## config.mk

```make
export PLATFORM = sky130hd
export DESIGN_NAME = msp430_gpio_port
export DESIGN_NICKNAME = d
export VERILOG_FILES = /design/src/rtl/msp430_gpio_port.sv
export SDC_FILE = /design/constraint.sdc
export NUM_CORES = 1
export LEC_CHECK = 0
export ABC_AREA = 0
export BUFFER_PORTS_ARGS = -buffer_cell sky130_fd_sc_hd__buf_2
export CORE_ASPECT_RATIO = 0.9
export CORE_MARGIN = 5
export CORE_UTILIZATION = 25
export DETAILED_ROUTE_END_ITERATION = 8
export GPL_TIMING_DRIVEN = 1
export SLEW_MARGIN = 20
export SYNTH_ARGS = -nofsm -noshare
export SYNTH_HDL_FRONTEND = slang
export SYNTH_SLANG_ARGS = --single-unit
```

## constraint.sdc

```tcl
create_clock -name mclk -period 4.01 [get_ports mclk]
set_input_delay 0.802 -clock mclk [delete_from_list [all_inputs] [get_ports mclk]]
set_output_delay 0.802 -clock mclk [all_outputs]
set_load 0.05 [all_outputs]
```

## src/rtl/msp430_gpio_port.sv

```systemverilog
// msp430_gpio_port
// 8-bit GPIO port on the peripheral bus. The port exposes an eight-byte
// register window (IN, OUT, DIR, IFG, IES, IE, SEL, reserved), drives the
// pad-cell output value and enable, synchronises the raw pad inputs, flags
// selected pad edges in IFG and raises one registered interrupt request.
module msp430_gpio_port #(
    parameter logic [14:0] BASE_ADDR = 15'h0020,
    parameter int unsigned DEC_WD    = 3
) (
    input  logic        mclk,
    input  logic        puc_rst,
    input  logic [13:0] per_addr,
    input  logic [15:0] per_din,
    input  logic        per_en,
    input  logic [1:0]  per_we,
    output logic [15:0] per_dout,
    input  logic [7:0]  p_din,
    output logic [7:0]  p_dout,
    output logic [7:0]  p_dout_en,
    output logic [7:0]  p_sel,
    output logic        irq
);

    // Byte offsets inside the register window
    localparam int unsigned OFS_OUT = 1;
    localparam int unsigned OFS_DIR = 2;
    localparam int unsigned OFS_IFG = 3;
    localparam int unsigned OFS_IES = 4;
    localparam int unsigned OFS_IE  = 5;
    localparam int unsigned OFS_SEL = 6;

    // Number of 16-bit words holding the eight defined byte registers
    localparam int unsigned NUM_WORDS = 4;

    // ------------------------------------------------------------------
    // Register state
    // ------------------------------------------------------------------
    logic [7:0] sync_s1;
    logic [7:0] sync_s2;
    logic [7:0] in_dly;
    logic [7:0] out_reg;
    logic [7:0] dir_reg;
    logic [7:0] ifg_reg;
    logic [7:0] ies_reg;
    logic [7:0] ie_reg;
    logic [7:0] sel_reg;
    logic       irq_reg;

    // ------------------------------------------------------------------
    // Bus decode
    // ------------------------------------------------------------------
    logic                reg_sel;
    logic [DEC_WD-2:0]   word_idx;
    logic [6:1]          byte_wr;
    logic [7:0]          wr_lo;
    logic [7:0]          wr_hi;

    assign reg_sel  = per_en && (per_addr[13:DEC_WD-1] == BASE_ADDR[14:DEC_WD]);
    assign word_idx = per_addr[DEC_WD-2:0];
    assign wr_lo    = per_din[7:0];
    assign wr_hi    = per_din[15:8];

    // Per-byte write strobes: even offsets use the low lane, odd the high lane.
    // IN (offset 0) and the reserved byte (offset 7) have no strobe at all.
    always_comb begin
        byte_wr = '0;
        for (int unsigned i = 1; i <= 6; i++) begin
            if (reg_sel && (word_idx == (DEC_WD-1)'(i >> 1)) && per_we[i[0]]) begin
                byte_wr[i] = 1'b1;
            end
        end
    end

    // ------------------------------------------------------------------
    // Pad input synchronizer and edge detection
    // ------------------------------------------------------------------
    logic [7:0] rise_evt;
    logic [7:0] fall_evt;
    logic [7:0] pin_evt;

    // Two-flop synchronizer plus one delay stage for edge detection
    always_ff @(posedge mclk or posedge puc_rst) begin
        if (puc_rst) begin
            sync_s1 <= '0;
            sync_s2 <= '0;
            in_dly  <= '0;
        end else begin
            sync_s1 <= p_din;
            sync_s2 <= sync_s1;
            in_dly  <= sync_s2;
        end
    end

    // Select the rising or falling edge per bit according to IES
    always_comb begin
        rise_evt = ~in_dly & sync_s2;
        fall_evt = in_dly & ~sync_s2;
        pin_evt  = (ies_reg & fall_evt) | (~ies_reg & rise_evt);
    end

    // ------------------------------------------------------------------
    // Software-written configuration registers
    // ------------------------------------------------------------------

    // Bus writes to OUT, DIR, IES, IE and SEL
    always_ff @(posedge mclk or posedge puc_rst) begin
        if (puc_rst) begin
            out_reg <= '0;
            dir_reg <= '0;
            ies_reg <= '0;
            ie_reg  <= '0;
            sel_reg <= '0;
        end else begin
            if (byte_wr[OFS_OUT]) out_reg <= wr_hi;
            if (byte_wr[OFS_DIR]) dir_reg <= wr_lo;
            if (byte_wr[OFS_IES]) ies_reg <= wr_lo;
            if (byte_wr[OFS_IE])  ie_reg  <= wr_hi;
            if (byte_wr[OFS_SEL]) sel_reg <= wr_lo;
        end
    end

    // Interrupt flags: a detected edge sets the flag even when software
    // clears it in the same cycle; software may also set flags directly.
    always_ff @(posedge mclk or posedge puc_rst) begin
        if (puc_rst) begin
            ifg_reg <= '0;
        end else begin
            ifg_reg <= pin_evt | (byte_wr[OFS_IFG] ? wr_hi : ifg_reg);
        end
    end

    // Registered interrupt request from enabled pending flags
    always_ff @(posedge mclk or posedge puc_rst) begin
        if (puc_rst) begin
            irq_reg <= 1'b0;
        end else begin
            irq_reg <= |(ifg_reg & ie_reg);
        end
    end

    // ------------------------------------------------------------------
    // Read path
    // ------------------------------------------------------------------
    logic [8*2*NUM_WORDS-1:0] rd_bytes;
    logic [15:0]              rd_word;

    // Byte offset n of the window lives at rd_bytes[8n +: 8]
    assign rd_bytes = {8'h00, sel_reg, ie_reg, ies_reg,
                       ifg_reg, dir_reg, out_reg, sync_s2};

    // Combinational word select; words past the defined map read zero
    always_comb begin
        rd_word = '0;
        for (int unsigned k = 0; k < NUM_WORDS; k++) begin
            if (word_idx == (DEC_WD-1)'(k)) begin
                rd_word = rd_bytes[16*k +: 16];
            end
        end
        per_dout = (reg_sel && (per_we == 2'b00)) ? rd_word : '0;
    end

    // ------------------------------------------------------------------
    // Pad and interrupt outputs straight from registers
    // ------------------------------------------------------------------
    assign p_dout    = out_reg;
    assign p_dout_en = dir_reg;
    assign p_sel     = sel_reg;
    assign irq       = irq_reg;

endmodule
```

==> qor.yml <==
detailed_routing:
  routed_via_density: 4.56
  drt_pre_antenna_iters: 4
  wire_per_inst_um: 17.2
  wl_met2_um: 4170
  drtAntennaViolNets: 0
  drc: 0
  wl_met3_um: 562
  highest_layer: "met4"
  first_iter_violations: 143
  wl_met1_um: 3930
  routed_wl_um: 8720
  num_vias: 2310
floorplanning:
  ios: 84
  die_h_um: 118
  coreArea_um2: 12700
  die_x_um: 130
  start_util_pct: 25.7
  die-area_um2: 15500
  num_rows: 39
power:
  ir_drop_mv: 0.219
  p_seq_share_pct: 45.9
  p_leak_uw: 0.00205
  total_power_uw: 1650
  p_sw_share_pct: 21.9
  switching_power_uw: 361
  pwr-share-clk_pct: 48.3
  pwr-share-comb_pct: 5.7
  powerDensity_nw_per_um2: 395
  p_int_uw: 1290
clock_network:
  cts_tree: "built"
  cts_max_level: 3
  ctsHoldBuffers: 0
  clockBufferDepth: 2
  insertion_delay_ns: 0.34
  root_buffer: "clkbuf_16"
  cts_buffers: 9
  postCtsResizedCells: 0
  postCtsSetupBuffers: 0
  clock-sinks: 73
  path_clk_slew_ns: 0.06
cells_and_area:
  diodes: 0
  areaGrowthSynthToFinish_pct: 27.8
  final_cell_count_no_fill: 507
  nets: 381
  drive_above_1_share_pct: 48.7
worst_setup_path:
  crit_type: "in2out"
  regToRegSetupSlack_ns: 3.00
  worst-endpoint-required_ns: 3.21
  critPathArrivalTime_ns: 2.32
  critPathLaunchType: "input pin"
  crit_fanout: 8
  ff2ff_path_depth: 4
  cp-end-kind: "output port"
placement:
  dp_cells: 491
  place_ws_ns: 0.904
  place_hpwl_um: 6420
  io_buffer_count: 83
  place.gp.congestion: 0.746
grt:
  antenna_found_initial: 0
  overflow: 0
  grt_max_degree: 37
  grt_pass1_wl_um: 13600
  first_global_vias: 2477
  track_usage_pct: 11.7
timing:
  setup_ws_ns: 0.890
  fin_tns_setup_ns: 0
  slew_violations: 0
  worst_pin_slew_ns: 0.771
  final_hold_viol_count: 0
  finalSetupViolations: 0
  fin_crit_sh_pct: 77.8
  slew-limit-headroom_pct: 48.5
  max_freq_mhz: 321
  hold_ws_ns: 0.349
  rsz0062_at_grt: "false"
  skew_ns: 0.00932
  fin_crit_ns: 3.12
run_status:
  outcome: "complete, no violations"
hold_path:
  holdPathStages: 0
  hp-class: "reg2reg"
synth:
  ys_types: 31
  syn-num-nets: 289
  avgSynthCellArea_um2: 13.3
  yosysWarnings: 0
  netlist_instances: 246
  seq_area_frac_synth_pct: 55.9
  synth_area_um2: 3270
  ys_seq_elements: 73
flow_run:
  cap_violations: 0
## layout by cell type (no fill, tap or decap), types with 4 or more instances in the layout
| cell | n |
|---|---|
| nand2_1 | 17 |
| buf_2 | 83 |
| o22ai_1 | 7 |
| a21oi_1 | 9 |
| a22oi_1 | 4 |
| mux2_2 | 32 |
| clkbuf_16 | 9 |
| dfrtp_1 | 73 |
| clkbuf_1 | 4 |
| mux2_4 | 8 |
| nand2b_1 | 8 |
| mux2i_1 | 8 |
| mux4_2 | 8 |
| nor2_1 | 19 |
| o21ai_0 | 8 |
| and3_2 | 8 |
| buf_4 | 7 |
| a31oi_1 | 7 |
## logic make-up (layout without fill, tap and decap cells)
group	after synthesis	count (layout)	share of synthesized area, %
DFF	73	73	55.9
AOI/OAI and AO/OA	35	35	6.20
muxes	56	56	22.7
and+or+nand+nor	72	72	13.4
buffers and inverters	10	107	1.84
## through the flow
stage	instance area (um2)	util (%)
2_1_floorplan	3270	-
3_3_place_gp	3880	30.5
3_5_place_dp	3880	30.5
4_1_cts	4180	32.8
5_1_grt	4180	32.8
6_report	4180	32.8
## metal layers
metal | track usage (%) | vias to the layer above
li1 | - | 1089
met1 | 15.1 | 1142
met2 | 18.2 | 71
met3 | 4.83 | 8
met4 | 2.76 | 0
met5 | 0 | -
## synthesized netlist by cell type
master | instances | share of area (%)
a31oi_1 | 7 | 1.3
nor2b_1 | 3 | 0.57
buf_2 | 3 | 0.46
nand2b_1 | 8 | 1.5
nor3_2 | 1 | 0.31
inv_1 | 1 | 0.11
nand2_1 | 17 | 2.0
nand3_4 | 1 | 0.54
and4_1 | 1 | 0.27
and4_2 | 1 | 0.31
nor4b_1 | 1 | 0.27
nand4_1 | 2 | 0.38
buf_6 | 1 | 0.34
and3_2 | 8 | 1.8
mux2i_1 | 8 | 2.5
mux2_2 | 32 | 11
a21oi_1 | 9 | 1.4
nor3b_1 | 1 | 0.23
mux4_2 | 8 | 5.5
nand3_1 | 3 | 0.46
mux2_4 | 8 | 3.7
dfrtp_1 | 73 | 56
nand3_2 | 3 | 0.92
o21ai_0 | 8 | 1.2
nor2_1 | 19 | 2.2
clkbuf_1 | 4 | 0.46
a22oi_1 | 4 | 0.92
nor3_1 | 1 | 0.15
nor4b_4 | 2 | 1.5
buf_8 | 1 | 0.46
o22ai_1 | 7 | 1.3
## path summary, 6_finish.rpt
check                                            to                    from
setup / recovery                        per_dout[8]             per_addr[3]
hold / removal                 sync_s2[7]$_DFF_PP0_    sync_s1[7]$_DFF_PP0_
setup reg to reg               ifg_reg[1]$_DFF_PP0_  ies_reg[1]$_DFFE_PP0P_
hold reg to reg                sync_s2[7]$_DFF_PP0_    sync_s1[7]$_DFF_PP0_
max in group asynchronous  p_dout_en[6]$_DFFE_PP0P_                 puc_rst
min in group asynchronous      ifg_reg[5]$_DFF_PP0_                 puc_rst
## power groups by stage
stage               combinational (uW)  clock [uW]  sequential [uW]
floorplan                         48.9           0              769
global placement                  95.2           0              769
detailed placement                96.8           0              770
CTS                               97.2         822              757
global route                       107         856              758
finish                            94.7         797              757
## area by class of cell
class / count / area [um2]
Multi-Input combinational cell: 163 / 1380
Clock inverter: 2 / 37.5
Fill cell: 1291 / 8560
Sequential cell: 73 / 1830
Inverter: 1 / 3.75
Clock buffer: 14 / 254
Tap cell: 164 / 205
Timing Repair Buffer: 90 / 468
## critical path, cell delays in order
cell and delay, ns:
buf_2 0.11, nor4b_4 0.38, and4_1 0.27, nand2_1 0.22, nor2_1 0.24, buf_2 0.30
No activity file was read; power rests on OpenSTA's default activity.
